===== config.mk =====
export PLATFORM = sky130hd
export DESIGN_NAME = filter_arbiter
export DESIGN_NICKNAME = d
export VERILOG_FILES = /design/src/rtl/filter_arbiter.sv
export SDC_FILE = /design/constraint.sdc
export NUM_CORES = 1
export LEC_CHECK = 0
export ABC_AREA = 1
export BUFFER_PORTS_ARGS = -buffer_cell sky130_fd_sc_hd__buf_2
export CORE_ASPECT_RATIO = 0.6
export CORE_MARGIN = 10
export CORE_UTILIZATION = 45
export DETAILED_ROUTE_END_ITERATION = 6
export HOLD_SLACK_MARGIN = 0.03
export PLACE_DENSITY = 0.69
export SETUP_SLACK_MARGIN = 0.3
export SYNTH_ARGS = -nofsm -noshare
export SYNTH_HDL_FRONTEND = slang
export SYNTH_SLANG_ARGS = --single-unit

===== constraint.sdc =====
create_clock -name clk -period 2.4 [get_ports clk]
set_clock_uncertainty 0.1 [all_clocks]
set_input_delay 0.36 -clock clk [delete_from_list [all_inputs] [get_ports clk]]
set_output_delay 0.36 -clock clk [all_outputs]
set_load 0.05 [all_outputs]

===== src/rtl/filter_arbiter.sv =====
// Two 1-entry sample buffers share one filter: round-robin issue, result LAT+1 cycles after issue.
// Inputs stall through x_ready while a buffer is occupied; results are never stalled.
module filter_arbiter #(
  parameter int DW  = 5,
  parameter int LAT = 4,
  parameter int GAP = 1
) (
  input  logic          clk,
  input  logic          reset,
  input  logic          i_valid,
  input  logic [DW-1:0] i_data,
  output logic          i_ready,
  input  logic          q_valid,
  input  logic [DW-1:0] q_data,
  output logic          q_ready,
  output logic          flt_en,
  output logic          flt_ch,
  output logic [DW-1:0] flt_in,
  input  logic [DW-1:0] flt_out,
  output logic          i_out_valid,
  output logic [DW-1:0] i_out_data,
  output logic          q_out_valid,
  output logic [DW-1:0] q_out_data,
  output logic          busy
);

  localparam logic [3:0] GAP_LOAD = 4'(GAP - 1);

  logic           i_full, q_full;
  logic [DW-1:0]  i_buf, q_buf;
  logic [3:0]     gap_cnt;
  logic           last_q;
  logic           issue, grant_q;
  logic [LAT-1:0] tag_vld, tag_ch;

  assign i_ready = ~i_full;
  assign q_ready = ~q_full;
  assign issue   = (gap_cnt == 4'd0) && (i_full || q_full);
  // On a tie, prefer the channel that did not win last time.
  assign grant_q = q_full && (!i_full || !last_q);
  assign busy    = i_full | q_full | (|tag_vld);

  // Accept and issue never coincide on one buffer: accept needs empty, issue needs full.
  always_ff @(posedge clk or posedge reset) begin
    if (reset) begin
      i_full <= 1'b0;
      q_full <= 1'b0;
      i_buf  <= '0;
      q_buf  <= '0;
    end else begin
      if (i_valid && i_ready) begin
        i_full <= 1'b1;
        i_buf  <= i_data;
      end else if (issue && !grant_q) begin
        i_full <= 1'b0;
      end
      if (q_valid && q_ready) begin
        q_full <= 1'b1;
        q_buf  <= q_data;
      end else if (issue && grant_q) begin
        q_full <= 1'b0;
      end
    end
  end

  always_ff @(posedge clk or posedge reset) begin
    if (reset) begin
      flt_en  <= 1'b0;
      flt_ch  <= 1'b0;
      flt_in  <= '0;
      gap_cnt <= 4'd0;
      last_q  <= 1'b1;
    end else if (issue) begin
      flt_en  <= 1'b1;
      flt_ch  <= grant_q;
      flt_in  <= grant_q ? q_buf : i_buf;
      gap_cnt <= GAP_LOAD;
      last_q  <= grant_q;
    end else begin
      flt_en <= 1'b0;
      if (gap_cnt != 4'd0) gap_cnt <= gap_cnt - 4'd1;
    end
  end

  // Stage k holds the issue from LAT-related cycle t, valid during cycle t+1+k.
  always_ff @(posedge clk or posedge reset) begin
    if (reset) begin
      tag_vld <= '0;
      tag_ch  <= '0;
    end else begin
      tag_vld[0] <= flt_en;
      tag_ch[0]  <= flt_ch;
      for (int k = 1; k < LAT; k++) begin
        tag_vld[k] <= tag_vld[k-1];
        tag_ch[k]  <= tag_ch[k-1];
      end
    end
  end

  always_ff @(posedge clk or posedge reset) begin
    if (reset) begin
      i_out_valid <= 1'b0;
      q_out_valid <= 1'b0;
      i_out_data  <= '0;
      q_out_data  <= '0;
    end else begin
      i_out_valid <= tag_vld[LAT-1] && !tag_ch[LAT-1];
      q_out_valid <= tag_vld[LAT-1] && tag_ch[LAT-1];
      if (tag_vld[LAT-1] && !tag_ch[LAT-1]) i_out_data <= flt_out;
      if (tag_vld[LAT-1] && tag_ch[LAT-1])  q_out_data <= flt_out;
    end
  end

endmodule


==> results of run 1 <==
-- cell families after synthesis --
| group | after synthesis | share of synthesized area, % |
|---|---|---|
| and+or+nand+nor | 100 | 26.11 |
| DFF | 44 | 64.07 |
| buffers and inverters | 21 | 5.018 |
| AOI/OAI and AO/OA | 14 | 4.073 |
| adders and majority gates | 1 | 0.7272 |
-- how the worst max path moves through the flow --
stage / cells after the start / start / endpoint
6_report: 3 / q_full$_DFFE_PP0P_ / busy
3_5_place_dp: 3 / q_full$_DFFE_PP0P_ / busy
5_1_grt: 3 / q_full$_DFFE_PP0P_ / busy
4_1_cts: 3 / q_full$_DFFE_PP0P_ / busy
2_1_floorplan: 3 / q_full$_DFFE_PP0P_ / busy
3_3_place_gp: 3 / q_full$_DFFE_PP0P_ / busy
-- stage by stage --
step                instances  util [%]
floorplan                 180         -
global placement          265     53.55
detailed placement        265     53.55
CTS                       273     56.00
global route              273     56.00
finish                    273     56.00
-- area by class of cell --
| class | count | area share, % |
|---|---|---|
| timing repair buffer | 41 | 10.08 |
| clock buffer | 8 | 4.372 |
| inverter | 18 | 3.400 |
| sequential | 44 | 53.49 |
| multi-input combinational | 115 | 25.80 |
| tap | 47 | 2.854 |
-- power breakdown --
group          total, W  internal [W]  switching, W
registers       0.00128       0.00108      0.000204
clock network  0.000465      0.000235      0.000230
logic           0.00145      0.000354       0.00110
total           0.00320       0.00166       0.00153
-- placed cells by master, fill, tap and decap left out, types with 2 or more instances in the layout --
cell,instances
buf_2,40
nand3_1,21
inv_2,2
inv_1,15
o21ai_0,8
clkbuf_1,2
clkbuf_8,6
nand2_1,67
dfrtp_1,43
nor2_1,6
o21ai_1,6
nand2_4,2
-- sequential cells by signal (all words and copies together), names as in the netlist --
register	cells
tag_vld	4
flt_in	5
q_buf	5
flt_en	1
gap_cnt	4
last_q	1
i_buf	5
i_out_data	5
q_full	1
i_full	1
flt_ch	1
i_out_valid	1
q_out_valid	1
tag_ch	4
q_out_data	5
-- worst max-delay path, cell delays in order, from the launching register on --
cell and delay (ps):
dfrtp_1 500, nor2_4 270, nand3_1 110, buf_2 230
-- per-layer routing --
layer | vias up | GRT usage, % | wire length (microns) | share of wire (%)
li1 | 652 | - | - | -
met1 | 572 | 13.86 | 1674 | 50
met2 | 22 | 15.27 | 1414 | 42
met3 | 4 | 4.121 | 203 | 6.1
met4 | 0 | 4.804 | 44 | 1.3
met5 | - | 0 | 0 | 0
==> results.json, run 1 <==
{
  "status": "finished, final reports clean",
  "syn_area_sq_mm": 0.001720,
  "cts-resized-gates": 0,
  "drtPass1Iterations": 4,
  "grt_pass1_wl_mm": 5.713,
  "cts.sinks": 44,
  "synth_area_leader_cell": "dfrtp_1",
  "die_w_microns": 99.83,
  "grt_pass1_vias": 1213,
  "postRouteAntennaNets": 0,
  "gp_congestion": 0.7720,
  "clkLatencyLatePin_ps": 290,
  "fmax_mhz": 537.4,
  "multi_input_area_sq_um": 531.8,
  "crit_type": "flip-flop to output port",
  "crit_arrival_ps": 1400,
  "dp_slack_ps": 854.1,
  "synthCells": 180,
  "ys_top_cells_by_area": "dfrtp_1 63%, nand2_1 15%, nand3_1 6.1%",
  "cts_tree": "built",
  "drive_above_1_share_pct": 24.78,
  "cap_violations": 0,
  "grt_setup_unrepaired": "no",
  "drv_slew": 0,
  "antenna_found_initial": 0,
  "grt.overflow.total": 0,
  "setup_viol": 0,
  "synth_top_cell_area_share_pct": 62.55,
  "syn_to_final_growth_pct": 19.78,
  "grt.total_usage_pct": 10.58,
  "drt_iter0_drc": 37,
  "hold_ws_ps": 96.32,
  "reg2reg_depth": 7,
  "n_fill_cell": 324,
  "power_w": 0.003195,
  "portBuffers": 40,
  "clock_path_buffers": 2,
  "die_h_microns": 67.90,
  "powerDensity_mw_per_mm2": 1551,
  "drc_errors": 0,
  "core_area_sq_mm": 0.003680,
  "ios": 41,
  "cp_max_fo": 8,
  "wire_per_inst_microns": 12.22,
  "synth-edff-count": 0,
  "place_hpwl_mm": 2.560,
  "vias": 1250,
  "peakVddDrop_mv": 0.8884,
  "cts_hold_buf": 0,
  "fin_ws_ps": 539.2,
  "via_per_inst": 4.579,
  "dieArea_sq_mm": 0.006778,
  "yosysSeqAreaShare_pct": 64.07,
  "syn_avg_cell_area_sq_um": 9.558,
  "hold_viol": 0,
  "ys_seq_elements": 44,
  "fin_crit_ps": 1861,
  "leakagePower_nw": 1.140,
  "wirelength_mm": 3.337,
  "cts.clk_slew.worst_paths_ps": 80,
  "hp-class": "input pin to asynchronous set/reset pin",
  "async_flop_share_pct": 100.0,
  "final_area_sq_mm": 0.002061,
  "worst_pin_slew_ps": 540.6,
  "min_period_over_period_pct": 77.53,
  "reg2reg_to": "i_full$_DFFE_PP0P_",
  "required_ps": 1940,
  "place_area_sq_mm": 0.001971,
  "startpoint_type": "flip-flop",
  "rows": 17,
  "grt_max_degree": 45,
  "fin_nets": 245,
  "post-cts-setup-buffer-count": 0,
  "tns_ps": 0,
  "initial_core_util_pct": 46.75,
  "critical_path.endpoint_type": "output port",
  "yosysWarnings": 0,
  "synth_common_cells": "67 x nand2_1, 43 x dfrtp_1, 21 x nand3_1, 15 x inv_1, 8 x o21ai_0",
  "synth_cell_type_count": 19,
  "r2r_start": "gap_cnt[0]$_DFFE_PP0P_",
  "yosysMostFrequentCell": "nand2_1",
  "synth_ff_type": "dfrtp_1",
  "area.sequential_sq_mm": 0.001102,
  "cts_buffers": 5,
  "cts_root_buffer": "clkbuf_8",
  "syn-num-nets": 200,
  "slew_headroom_pct": 63.96,
  "antennaDiodeCount": 0,
  "h-tree-depth": 2,
  "ff2ff_setup_slack_ps": 950
}
Power figures use the tool's default switching activity.
==> inputs of run 2 (changes only) <==
--- a/config.mk
+++ b/config.mk
@@ -12,7 +12,7 @@
 export CORE_UTILIZATION = 45
 export DETAILED_ROUTE_END_ITERATION = 6
 export HOLD_SLACK_MARGIN = 0.03
-export PLACE_DENSITY = 0.69
+export PLACE_DENSITY = 0.72
 export SETUP_SLACK_MARGIN = 0.3
 export SYNTH_ARGS = -nofsm -noshare
 export SYNTH_HDL_FRONTEND = slang
==> constraint.sdc (replaced) <==
create_clock -name clk -period 1.55 [get_ports clk]
set_clock_uncertainty 0.1 [all_clocks]
set_input_delay 0.2325 -clock clk [delete_from_list [all_inputs] [get_ports clk]]
set_output_delay 0.2325 -clock clk [all_outputs]
set_load 0.05 [all_outputs]
==> results.json, run 2 (same netlist as run 1, synthesis figures left out) <==
{
  "reg2reg_to": "flt_ch$_DFFE_PP0P_",
  "crit_arrival_ps": 1120,
  "startpoint_type": "flip-flop",
  "stdcell_count": 289,
  "syn_to_final_growth_pct": 40.65,
  "clock_path_buffers": 2,
  "cts_root_buffer": "clkbuf_8",
  "grt_setup_unrepaired": "yes",
  "grt_pass1_vias": 1364,
  "drv_slew": 0,
  "layout_commonest_cell": "nand2_1",
  "wire_per_inst_microns": 14.01,
  "crit_type": "flip-flop to output port",
  "drc_errors": 0,
  "grt.overflow.total": 0,
  "h-tree-depth": 2,
  "powerDensity_mw_per_mm2": 2386,
  "status": "finished, final reports clean",
  "cp_max_fo": 4,
  "drtPass1Iterations": 4,
  "setup_viol": 0,
  "clkLatencyLatePin_ps": 300,
  "critical_path.endpoint_type": "output port",
  "cpPeakStageDelay_ps": 460,
  "grt_pass1_wl_mm": 6.610,
  "cts.clk_slew.worst_paths_ps": 90,
  "place_hpwl_mm": 2.773,
  "fmax_mhz": 689.7,
  "tns_ps": 0,
  "antenna_found_initial": 0,
  "peakVddDrop_mv": 1.585,
  "ff2ff_setup_slack_ps": 190,
  "leakagePower_nw": 1.281,
  "initial_core_util_pct": 46.75,
  "antennaDiodeCount": 0,
  "drt_iter0_drc": 64,
  "die_h_microns": 67.90,
  "hold_viol": 0,
  "grt_max_degree": 20,
  "gp_congestion": 0.7777,
  "core_area_sq_mm": 0.003680,
  "clock_power_share_pct": 15.9,
  "crit_chain": "nor2_4 -> nand3_2 -> buf_6",
  "via_per_inst": 4.820,
  "required_ps": 1220,
  "portBuffers": 40,
  "startpoint": "i_full$_DFFE_PP0P_",
  "cpMaxStageDelayCell": "dfrtp_2",
  "worst_pin_slew_ps": 316.9,
  "cts_tree": "built",
  "dieArea_sq_mm": 0.006778,
  "slew_headroom_pct": 78.82,
  "postRouteAntennaNets": 0,
  "die_w_microns": 99.83,
  "power.share.combinational_pct": 49.5,
  "wirelength_mm": 4.049,
  "rows": 17,
  "placedCellCount": 268,
  "hp-class": "input pin to flip-flop",
  "cap_violations": 0,
  "min_period_over_period_pct": 93.54,
  "reg2reg_depth": 7,
  "cts_buffers": 5,
  "p_seq_share_pct": 34.6,
  "final_cell_mix": "64 x nand2_1, 42 x dfrtp_1, 19 x buf_2, 19 x buf_4, 17 x nand3_1",
  "grt.total_usage_pct": 12.29,
  "r2r_start": "gap_cnt[1]$_DFFE_PP0P_",
  "cts.sinks": 44,
  "vias": 1393,
  "p_int_w": 0.003183,
  "ios": 41,
  "power_switching_share_pct": 44.89,
  "fin_util_pct": 65.76,
  "fin_crit_ps": 1450,
  "drive_above_1_share_pct": 37.19,
  "fin_nets": 261,
  "critical_path.endpoint": "busy",
  "p_sw_w": 0.002592
}
## run 2: per-stage QoR
stage	hold slack (ps)	setup WS, ps	cell area, sq um	power, W
6_report	53.22	100.1	2420	0.005774
5_1_grt	50.82	49.38	2420	0.006164
4_1_cts	47.81	84.46	2275	0.005502
3_5_place_dp	100.8	184.9	2014	0.004358
3_3_place_gp	102.7	236.4	2014	0.004314
2_1_floorplan	136.4	224.2	1742	0.003756
## run 2: layout make-up
cell class	count	area, sq um
clock buffer	6	82.58
inverter	18	78.83
multi-input combinational	115	614.3
tap	47	58.81
sequential	44	1104
timing repair buffer	57	442.9
clock inverter	2	38.79
fill	296	1260
## run 2: power by group through the flow
stage                     Combinational (W)  Clock [W]  Sequential [W]
after global routing                0.00310   0.000999         0.00206
final                               0.00286   0.000919         0.00200
after CTS                           0.00259   0.000936         0.00198
after detailed placement            0.00237          0         0.00199
after global placement              0.00234          0         0.00197
after floorplan                     0.00101          0         0.00274
## run 2: worst min path at each step
stage | from | endpoint | depth (start not counted)
floorplan | reset | flt_ch$_DFFE_PP0P_ | 1
global placement | reset | tag_vld[1]$_DFF_PP0_ | 2
detailed placement | reset | tag_vld[1]$_DFF_PP0_ | 2
CTS | i_data[4] | i_buf[4]$_DFFE_PP0P_ | 3
global route | i_data[4] | i_buf[4]$_DFFE_PP0P_ | 3
finish | q_data[0] | q_buf[0]$_DFFE_PP0P_ | 3
## run 2: what timing repair did
action,CTS,global route
endpoints found under the hold margin,12,0
gates resized for setup,27,34
setup buffers,7,5
pin swaps,1,3
endpoints found under the setup margin,27,38
hold buffers,1,0
## run 2: layer usage
metal | routed length, microns | GRT usage (%) | share of wire, %
met5 | 0 | 0 | 0
met4 | 76 | 4.448 | 1.9
met3 | 349 | 5.729 | 8.6
met2 | 1725 | 17.93 | 43
met1 | 1897 | 15.74 | 47
## run 2: worst max-delay path, delay by kind of cell (launching register included)
kind,cells,cell delay [ps]
buffers and inverters,1,160
and+or+nand+nor,2,210
DFF,1,460
